==> src/rtl/up_counter_ctl_if.sv <==
// up_counter_ctl_if: control/status bundle for up_counter_ctl; UPCNT_WRAPCNT_EN adds the wraps count.
interface up_counter_ctl_if #(parameter int WIDTH = 8);
  logic en, load, mode, tc, busy, done;
  logic [WIDTH-1:0] load_val, limit, data;
`ifdef UPCNT_WRAPCNT_EN
  logic [7:0] wraps;
  modport master (output en, load, load_val, limit, mode, input data, tc, busy, done, wraps);
  modport slave (input en, load, load_val, limit, mode, output data, tc, busy, done, wraps);
`else
  modport master (output en, load, load_val, limit, mode, input data, tc, busy, done);
  modport slave (input en, load, load_val, limit, mode, output data, tc, busy, done);
`endif
endinterface

==> src/rtl/up_counter_ctl.sv <==
// up_counter_ctl: loadable up counter to a captured limit, wrap or one-shot, with terminal-count pulse.
// Define UPCNT_WRAPCNT_EN to add the saturating wraps count of terminal-count events.
module up_counter_ctl #(parameter int WIDTH = 8) (
  input logic clock,
  input logic start,
  up_counter_ctl_if.slave bus
);
  typedef enum logic [1:0] {IDLE, RUN, DONE} state_t;
  state_t state;
  logic [WIDTH-1:0] limit_q;
  logic mode_q, hit;
  assign hit = state == RUN && bus.en && bus.data == limit_q;
  assign bus.busy = state == RUN;
  assign bus.done = state == DONE;
  always_ff @(posedge clock or posedge start)
    if (start) begin
      state <= IDLE;
      bus.data <= '0;
      bus.tc <= 1'b0;
      limit_q <= '0;
      mode_q <= 1'b0;
`ifdef UPCNT_WRAPCNT_EN
      bus.wraps <= '0;
`endif
    end else if (bus.load) begin
      bus.data <= bus.load_val;
      bus.tc <= 1'b0;
      state <= state == DONE ? IDLE : state;
`ifdef UPCNT_WRAPCNT_EN
      bus.wraps <= '0;
`endif
    end else begin
      bus.tc <= hit;
`ifdef UPCNT_WRAPCNT_EN
      if (hit && bus.wraps != 8'hff) bus.wraps <= bus.wraps + 8'd1;
`endif
      case (state)
        IDLE: if (bus.en) begin
          limit_q <= bus.limit;
          mode_q <= bus.mode;
          state <= RUN;
        end
        RUN: if (bus.en) begin
          if (bus.data != limit_q) bus.data <= bus.data + WIDTH'(1);
          else if (mode_q) state <= DONE;
          else bus.data <= '0;
        end
        default: ;
      endcase
    end
endmodule

==> src/flat_wrapper.sv <==
// flat-port wrapper written by rule: the top's interface ports become plain ports
module up_counter_ctl_flat 
#(parameter int WIDTH = 8)
  (clock, start, bus_en, bus_load, bus_load_val, bus_limit, bus_mode, bus_data, bus_tc, bus_busy, bus_done);
  up_counter_ctl_if #(.WIDTH(WIDTH)) bus_i ();
  input logic clock;
  input logic start;
  input wire logic [$bits(bus_i.en)-1:0] bus_en;
  input wire logic [$bits(bus_i.load)-1:0] bus_load;
  input wire logic [$bits(bus_i.load_val)-1:0] bus_load_val;
  input wire logic [$bits(bus_i.limit)-1:0] bus_limit;
  input wire logic [$bits(bus_i.mode)-1:0] bus_mode;
  output wire logic [$bits(bus_i.data)-1:0] bus_data;
  output wire logic [$bits(bus_i.tc)-1:0] bus_tc;
  output wire logic [$bits(bus_i.busy)-1:0] bus_busy;
  output wire logic [$bits(bus_i.done)-1:0] bus_done;
  assign bus_i.en = bus_en;
  assign bus_i.load = bus_load;
  assign bus_i.load_val = bus_load_val;
  assign bus_i.limit = bus_limit;
  assign bus_i.mode = bus_mode;
  assign bus_data = bus_i.data;
  assign bus_tc = bus_i.tc;
  assign bus_busy = bus_i.busy;
  assign bus_done = bus_i.done;
  up_counter_ctl #(.WIDTH(WIDTH)) u_core (.clock(clock), .start(start), .bus(bus_i));
endmodule
==> config.mk <==
export PLATFORM = sky130hd
export DESIGN_NAME = up_counter_ctl_flat
export DESIGN_NICKNAME = d
export VERILOG_FILES = /design/src/rtl/up_counter_ctl_if.sv /design/src/rtl/up_counter_ctl.sv /design/src/flat_wrapper.sv
export SDC_FILE = /design/constraint.sdc
export NUM_CORES = 1
export LEC_CHECK = 0
export CORE_MARGIN = 3
export CORE_UTILIZATION = 55
export CTS_CLUSTER_SIZE = 30
export DETAILED_ROUTE_END_ITERATION = 7
export DONT_BUFFER_PORTS = 1
export HOLD_SLACK_MARGIN = 0.12
export PLACE_DENSITY = 0.77
export RECOVER_POWER = 50
export SLEW_MARGIN = 10
export SYNTH_ARGS = -nofsm -noshare
export SYNTH_HDL_FRONTEND = slang
export SYNTH_SLANG_ARGS = --single-unit
==> constraint.sdc <==
create_clock -name clock -period 1.6 [get_ports clock]
set_input_delay 0.32 -clock clock [delete_from_list [all_inputs] [get_ports clock]]
set_output_delay 0.32 -clock clock [all_outputs]
set_load 0.005 [all_outputs]
; After elaboration in Yosys (flattened, before gate mapping)
; Index checks and enable logic that the tools add are counted.
[op_classes]
n_eq_ne = 10
n_bitwise = 1
reduce_logical = 9
addsub = 1
n_mux = 13
[op_table]
columns = op, n
row1 = $mux 8, 5
row2 = $mux 2, 6
row3 = $ne 3x3->1 const B, 4
row4 = $add 8x1->8 const B, 1
row5 = $eq 8x8->1, 1
row6 = $ne 8x8->1, 1
row7 = $reduce_and 3->1, 2
row8 = $reduce_and 6->1, 1
row9 = $pmux 2 s2, 1
row10 = $reduce_bool 2->1, 2
row11 = $ne 3x2->1 const B, 1
row12 = $reduce_bool 3->1, 1
row13 = $eq 2x1->1 const B, 1
row14 = $eq 2x2->1 const B, 1
row15 = $logic_and 1x1->1, 2
row16 = $logic_not 2->1, 1
row17 = $ne 2x1->1 const B, 1
row18 = $mux 1, 1
row19 = $not 1->1, 1
[word_totals]
reg_bits = 20
output_inout_bits = 11
input_bits = 21
wordCells = 39

; Longest topological paths before layout
; Gate-level depths: netlist of run 1.
[logic_depth]
ltp_word = 5
mapped_depth = 7
depth_no_buf = 5

; Worst setup path after synthesis of run 1
; Ideal clock, no wire load.
[synth_path]
kind = register to register
from = reg u_core.bus.data[2]
to = reg u_core.bus.data[1]
synth_period_minus_slack_ps = 1741
n_path_buf = 1
setup_time_ps = 126
slack_ps = -141
t_required_ps = 1474
arrival_ps = 1615
stages_incl_launch_ff = 7
path_cell_list = dfrtp_1 -> xor2_1 -> nor4_2 -> and2_1 -> buf_6 -> nor2_2 -> a221o_1
[synth_between]
elab_chain_len = 5
word_cells_on_any_way = 7
cone_classes = eq/ne (2) / mux (4) / reduce/logical (1)
[synth_lines]
columns = element, line_no
row1 = from (decl), up_counter_ctl_if.sv:11  ; modport slave (input en, load, load_val, limit, mode, output data, tc, busy, done);
row2 = from (signal assigned), up_counter_ctl.sv:26  ; bus.data <= bus.load_val;
row3 = from (signal assigned), up_counter_ctl.sv:44  ; if (bus.data != limit_q) bus.data <= bus.data + WIDTH'(1);
row4 = $ne 8x8->1 *, up_counter_ctl.sv:44
row5 = $mux 8, up_counter_ctl.sv:44
row6 = $mux 8, up_counter_ctl.sv:43  ; RUN: if (bus.en) begin
row7 = $mux 8, up_counter_ctl.sv:37  ; case (state)
row8 = $mux 8, up_counter_ctl.sv:25  ; end else if (bus.load) begin
; Every way passes the cells marked *; elsewhere a longest branch is shown, timed or not. The select of a mux whose other input is x is not followed.
; A chain may end at the register's enable or synchronous reset.

; Worst setup path after layout of run 1
[layout_path]
from = reg u_core.bus.data[1]
to = reg u_core.bus.data[7]
[layout_between]
elab_chain_len = 5
word_cells_on_any_way = 8
cone_classes = add/sub (1) / eq/ne (2) / mux (4) / reduce/logical (1)
[layout_lines]
columns = element, line_no
row1 = $add 8x1->8 / $ne 8x8->1 (equally long branches), up_counter_ctl.sv:44
row2 = $mux 8, up_counter_ctl.sv:44
row3 = $mux 8, up_counter_ctl.sv:43
row4 = $mux 8, up_counter_ctl.sv:37
row5 = $mux 8, up_counter_ctl.sv:25
; Parallel ways exist; a longest one is shown, timed or not. The select of a mux whose other input is x is not followed.

==> results of run 1 <==
[cells in the final DEF (no fill, tap or decap), drive strengths merged, types with 3 or more instances in the layout]
master,netlist,routed
dfrtp,20,20
buf,2,17
nand2,15,15
xor2,8,8
mux2,8,8
nor2,8,8
o211ai,5,5
nand3,5,5
clkbuf,2,5
inv,4,4
o21ai,4,4
and2,4,4
o311ai,3,3
nand4,3,3
[state kept, by name (all words and copies together) (netlist names)]
name and flops:
u_core.bus.tc 1, u_core.limit_q 8, u_core.bus.data 8, u_core.state 2, u_core.mode_q 1
[layer usage]
layer	GRT usage (%)	part of all wire, %
met1	28.09	39
met2	36.65	51
met3	8.163	8.5
met4	10.48	2.1
met5	0	0
[cell type report]
class,count,share of cell area [%]
clock buffers,4,2.620
inverters,4,1.084
multi-input cells,86,46.61
flip-flops and latches,20,36.13
well taps,25,2.258
repair buffers,20,11.29
[worst paths after layout]
kind	startpoint	endpoint	slack [ps]	cells after the start
min in group asynchronous	start	u_core.limit_q[7]$_DFFE_PP0P_	560	3
min	bus_load	u_core.bus.data[2]$_DFFE_PP0P_	130	1
max	u_core.bus.data[1]$_DFFE_PP0P_	u_core.bus.data[7]$_DFFE_PP0P_	-70	6
max in group asynchronous	start	u_core.bus.data[2]$_DFFE_PP0P_	700	3
min reg2reg	u_core.limit_q[1]$_DFFE_PP0P_	u_core.limit_q[1]$_DFFE_PP0P_	540	1
max reg2reg	u_core.bus.data[1]$_DFFE_PP0P_	u_core.bus.data[7]$_DFFE_PP0P_	-70	6
[repair_timing]
action	CTS	global route
setup endpoints to repair	9	10
gates resized for setup	5	10
buffers inserted	1	1
endpoints found under the hold margin	20	2
pin swaps	3	9
hold buffers	1	1
[cells in the mapped netlist, drive strengths merged]
| cell type | instances |
|---|---|
| dfrtp | 20 |
| nand2 | 15 |
| mux2 | 8 |
| nor2 | 8 |
| xor2 | 8 |
| nand3 | 5 |
| o211ai | 5 |
| and2 | 4 |
| inv | 4 |
| o21ai | 4 |
| nand4 | 3 |
| o311ai | 3 |
| a21oi | 2 |
| and3 | 2 |
| buf | 2 |
| clkbuf | 2 |
| nor2b | 2 |
| nor4 | 2 |
| or4 | 2 |
| a21boi | 1 |
| a221o | 1 |
| a31o | 1 |
| a31oi | 1 |
| a41oi | 1 |
| ha | 1 |
| mux2i | 1 |
| nand2b | 1 |
| nand3b | 1 |
| nor3 | 1 |
| o22a | 1 |
| o31ai | 1 |
| o41ai | 1 |
[cells by family (layout without fill, tap and decap cells)]
logic type,after synthesis,in the layout,share of synthesized area (%)
AND/OR/NAND/NOR,46,46,22.10
AO/OA/AOI/OAI,22,22,14.15
flip-flops,20,20,44.20
multiplexers,9,9,8.840
XOR/XNOR,8,8,6.188
buffers and inverters,8,28,3.425
adder cells (fa/ha/maj),1,1,1.105
[metrics by stage]
| step | power [µW] | TNS [ps] |
|---|---|---|
| 2_1_floorplan | 892.8 | -227.2 |
| 3_3_place_gp | 1007 | -451.0 |
| 3_5_place_dp | 1020 | -496.5 |
| 4_1_cts | 1338 | -151.0 |
| 5_1_grt | 1460 | -1435 |
| 6_report | 1377 | -261.9 |
[power by group through the flow]
stage	Clock (µW)	Sequential, µW	Combinational [µW]
after floorplan	0	664	229
after global placement	0	657	350
after detailed placement	0	660	360
after CTS	307	651	380
after global routing	327	661	472
final	298	652	427
[critical path, cell delays in order (launching register included)]
cell and delay (ps):
dfrtp_1 430, xor2_1 160, nor4_2 340, buf_4 210, nand3_2 150, a21boi_2 170, o22a_1 160
==> run metrics, run 1 <==
result of the run complete, but fails checks; failing checks setup timing; post-route non-filler standard cell count 159; GPL Wtd Cong just over 0.9; Pwr Density between 900 and 1000 nW/µm²; worst-case clock skew 5.701 ps; final worst setup slack -69.35 ps; type of the setup path with the least slack reg -> reg; number of remaining DRC errors 0; number of placed cells counting well taps 151; number of buffers added by the clock tree synthesis step 3; number of warnings printed during yosys synthesis 0; cell-internal power 932.7 µW; data arrival time of the critical path 1920 ps; post-layout instance area 1385 µm²; row count 15; Die Width 51.38 µm; antenna diode count 0; placed cell areas 1260 µm²; global-route wire length before repair approximately 4400 µm; Synthesized Nets 136; clock tree root buffer cell clkbuf_4; total routed wirelength 2762 µm; clock latency on the worst-skew pair 300 ps; type of the worst min-delay path in -> reg; number of hold-slack violations in the final timing report 0; IO buf count 0; fraction of final layout cells with drive strength greater than 1 about a third; DRT antenna net count 0; multi-input logic area approximately 650 µm²; Post-Synthesis Mean Instance Area about 9.9 µm²; layout filler cell count between 100 and 150; Top Ports 32; Max Transition Viols Final 0; area occupied by registers 500.5 µm²; switching pwr 443.9 µW; Final Hold Slack 133.7 ps; Max Buffers Root-to-Sink 2; Layout Utilization 75.31%; starting DRC count in detailed routing 27; number of failing setup endpoints in the final timing report 8; register bit total from synthesis 20; largest cells by area after synthesis dfrtp_1 (44%), mux2_2 (8.0%), xor2_1 (6.2%), nand2_1 (5.0%), o211ai_1 (3.3%); Gate power share 31.0%; portion of the post-synthesis area used by sequential elements 44.20%; library cell occupying the most area in the post-synthesis netlist dfrtp_1; actual transition at the worst max-transition pin 508.6 ps; Tot GR Track Use 23.15%; critical path endpoint category flop; fin crit share 104.3%; number of nets in the layout roughly 160; Cell variety after synth 35; post-synth design cell area 1132 µm²; Crit Path Max Fanout 5; Clk network pwr share 21.6%; register clock-pin slew on the reported worst setup and hold paths about 120 ps; per-cell via count in the routed design 6.119; CTS tree built; via count of the first global-routing pass 947; sequential share of power 47.4%; largest net degree at the start of global routing 21; area delta synth->final 22.32%; leakage power summed over all cells 0.0005987 µW; max_cap viols 0; estimated wirelength of the detail-placed design 1900 µm; pre-CTS WS -105.4 ps; die height approximately 51 µm; final global-route overflow total 0; required time at the endpoint of the critical path 1850 ps; min Tclk post-route 1669 ps; Initial DRT Pass Iterations 6; area of the die 2639 µm²; setup repair after global routing missed its margin true; Peak Freq 599.0 MHz; number of H-tree branching levels 1; share of Yosys cell area claimed by the top area cell type between 40% and 50%; startpoint type of the worst setup path flop; maximum vdd ir drop 881.7 µV; initial standard-cell utilization of the core between 60% and 70%; # clock sinks 20; total number of vias 973; Post-Syn Instances 114; drt wl/cell ~17 µm; Core Footprint around 1800 µm²; net switching fraction of the power 32.25%; worst rel slew slack 66.09%; number of antenna violations at the first check in global routing 0
(Power assumes the default switching activity.)
==> inputs of run 2 (changes only) <==
--- a/config.mk
+++ b/config.mk
@@ -7,9 +7,9 @@
 export LEC_CHECK = 0
 export CORE_MARGIN = 3
 export CORE_UTILIZATION = 55
-export CTS_CLUSTER_SIZE = 30
 export DETAILED_ROUTE_END_ITERATION = 7
 export DONT_BUFFER_PORTS = 1
+export GPL_TIMING_DRIVEN = 0
 export HOLD_SLACK_MARGIN = 0.12
 export PLACE_DENSITY = 0.77
 export RECOVER_POWER = 50
==> run 2 against run 1 <==
  * The run still ends with setup timing left
  * Count of clock-buffer cells in the layout unchanged
  * Cell count down 3.8%
  * Critical path depth up 1
  * Worst hold slack worse by 3.1 ps
  * Clock skew down 2.3 ps
  * Critical endpoint is now u_core.bus.data[1]$_DFFE_PP0P_
==> run metrics, run 2 (synthesis results as in run 1) <==
post-layout instance area 1378 µm² (was 1385 µm²); critical path endpoint category flop (unchanged); Tot GR Track Use 24.00% (was 23.15%); CTS tree built (unchanged); fraction of final layout cells with drive strength greater than 1 39.06% (was 33.58%); DRT antenna net count 0 (unchanged); data arrival time of the critical path 1970 ps (was 1920 ps); r2r endpoint u_core.bus.data[1]$_DFFE_PP0P_ (was u_core.bus.data[7]$_DFFE_PP0P_); clock tree root buffer cell clkbuf_4 (unchanged); total routed wirelength 2785 µm (was 2762 µm); per-cell via count in the routed design 6.353 (was 6.119); area of the die 2639 µm² (unchanged); startpoint type of the worst setup path flop (unchanged); # clock sinks 20 (unchanged); row count 15 (unchanged); worst hold path endpoint u_core.mode_q$_DFFE_PP0P_ (was u_core.bus.data[2]$_DFFE_PP0P_); register clock-pin slew on the reported worst setup and hold paths 110 ps (was 120 ps); min Tclk post-route 1770 ps (was 1669 ps); Peak Freq 565.1 MHz (was 599.0 MHz); Crit Reg-Reg Startpoint u_core.bus.data[4]$_DFFE_PP0P_ (was u_core.bus.data[1]$_DFFE_PP0P_); worst-case clock skew 3.394 ps (was 5.701 ps); most common library cell in the layout ignoring fill and taps nand2_1 (was dfrtp_1); type of the worst min-delay path in -> reg (unchanged); fin crit share 110.6% (was 104.3%); starting DRC count in detailed routing 39 (was 27); Max Transition Viols Final 0 (unchanged); HP Start bus_mode (was bus_load); top library cells by usage in the layout, fill and taps aside nand2_1 (14), dfrtp_1 (13), mux2_2 (8) (was dfrtp_1 (20), buf_4 (16), nand2_1 (14), xor2_1 (8), mux2_2 (8)); post-route non-filler standard cell count 153 (was 159); clock latency on the worst-skew pair 310 ps (was 300 ps); largest net degree at the start of global routing 21 (unchanged); maximum vdd ir drop 909.4 µV (was 881.7 µV); failing checks setup timing (unchanged); worst rel slew slack 48.57% (was 66.09%); Crit Path Max Fanout 6 (was 5); Core Footprint 1839 µm² (unchanged); number of buffers added by the clock tree synthesis step 3 (unchanged); minimum setup slack among reg-to-reg paths -170 ps (was -70 ps); drt wl/cell 18.20 µm (was 17.37 µm); final global-route overflow total 0 (unchanged); antenna diode count 0 (unchanged); final worst setup slack -169.7 ps (was -69.35 ps); Max Buffers Root-to-Sink 2 (unchanged); placed cell areas 1164 µm² (was 1260 µm²); result of the run complete, but fails checks (unchanged); logic depth of the worst register-to-register path 7 (was 6); Pwr Density 1013 nW/µm² (was 993.9 nW/µm²); max_cap viols 0 (unchanged); Initial DRT Pass Iterations 4 (was 6); Die Width 51.38 µm (unchanged); die height 51.38 µm (unchanged); initial standard-cell utilization of the core 61.56% (unchanged); type of the setup path with the least slack reg -> reg (unchanged); via count of the first global-routing pass 1025 (was 947); GPL Wtd Cong 0.9105 (was 0.9237); number of remaining DRC errors 0 (unchanged); Setup TNS -1278 ps (was -261.9 ps); number of failing setup endpoints in the final timing report 10 (was 8); Top Ports 32 (unchanged); setup repair after global routing missed its margin true (unchanged); number of placed cells counting well taps 139 (was 151); leakage power summed over all cells 0.0005831 µW (was 0.0005987 µW); number of antenna violations at the first check in global routing 0 (unchanged); actual transition at the worst max-transition pin 770.6 ps (was 508.6 ps); area delta synth->final 21.66% (was 22.32%); total number of vias 972 (was 973); required time at the endpoint of the critical path 1800 ps (was 1850 ps); largest registers u_core.bus.data: 8 flops, u_core.limit_q: 8 flops, u_core.state: 2 flops (unchanged); estimated wirelength of the detail-placed design 1737 µm (was 1900 µm); global-route wire length before repair 4698 µm (was 4409 µm); Hold Path Cell Cnt 2 (was 1); number of hold-slack violations in the final timing report 0 (unchanged); IO buf count 0 (unchanged); number of H-tree branching levels 1 (unchanged); total chip power 1395 µW (was 1377 µW); number of nets in the layout 151 (was 157)
-- run 2: worst max path at each step --
stage                              startpoint                              to  slack, ps
5_1_grt        u_core.bus.data[4]$_DFFE_PP0P_  u_core.bus.data[2]$_DFFE_PP0P_       -280
3_3_place_gp   u_core.bus.data[4]$_DFFE_PP0P_  u_core.bus.data[1]$_DFFE_PP0P_       -250
4_1_cts        u_core.bus.data[2]$_DFFE_PP0P_  u_core.bus.data[1]$_DFFE_PP0P_       -140
3_5_place_dp   u_core.bus.data[4]$_DFFE_PP0P_  u_core.bus.data[1]$_DFFE_PP0P_       -260
2_1_floorplan  u_core.bus.data[6]$_DFFE_PP0P_  u_core.bus.data[1]$_DFFE_PP0P_       -120
6_report       u_core.bus.data[4]$_DFFE_PP0P_  u_core.bus.data[1]$_DFFE_PP0P_       -170
-- run 2: cell type report --
cell class | count | area (µm²)
sequential | 20 | 509.2
inverter | 4 | 15.01
tap | 25 | 31.28
fill | 147 | 461.7
multi-input combinational | 86 | 669.4
clock buffer | 4 | 36.28
buffer | 3 | 20.02
timing repair buffer | 11 | 96.34
-- run 2: routing by layer --
layer	GRT usage [%]	share of wire, %
met1	29.53	42
met2	39.41	48
met3	5.831	7.8
met4	10.92	1.6
met5	0	0
-- run 2: per-stage QoR --
step / util, % / hold slack (ps) / worst slack, ps
after floorplan: - / 283.8 / -119.3
after global placement: 63.27 / 380.9 / -251.3
final: 74.90 / 130.6 / -169.7
after CTS: 71.56 / 130.9 / -135.8
after detailed placement: 63.27 / 396.0 / -256.5
after global routing: 74.90 / 124.1 / -282.0
-- run 2: timing repair --
action / in CTS / in global routing
pin swaps: 11 / 10
hold endpoints to repair: 20 / 0
gates resized for setup: 17 / 13
hold buffers: 1 / 0
endpoints found under the setup margin: 18 / 11
setup buffers: 7 / 2
cloned: 1 / 0
-- run 2: worst max-delay path, cell delays in order, from the launching register on --
cell and delay [ps]:
dfrtp_2 480, xor2_1 180, nor4_2 260, buf_4 170, and2_4 150, buf_6 110, nor2_2 30, a221o_1 280
-- run 2: power breakdown --
| group | switching (µW) | internal [µW] |
|---|---|---|
| logic | 205 | 196 |
| registers | 101 | 592 |
| clock network | 162 | 139 |
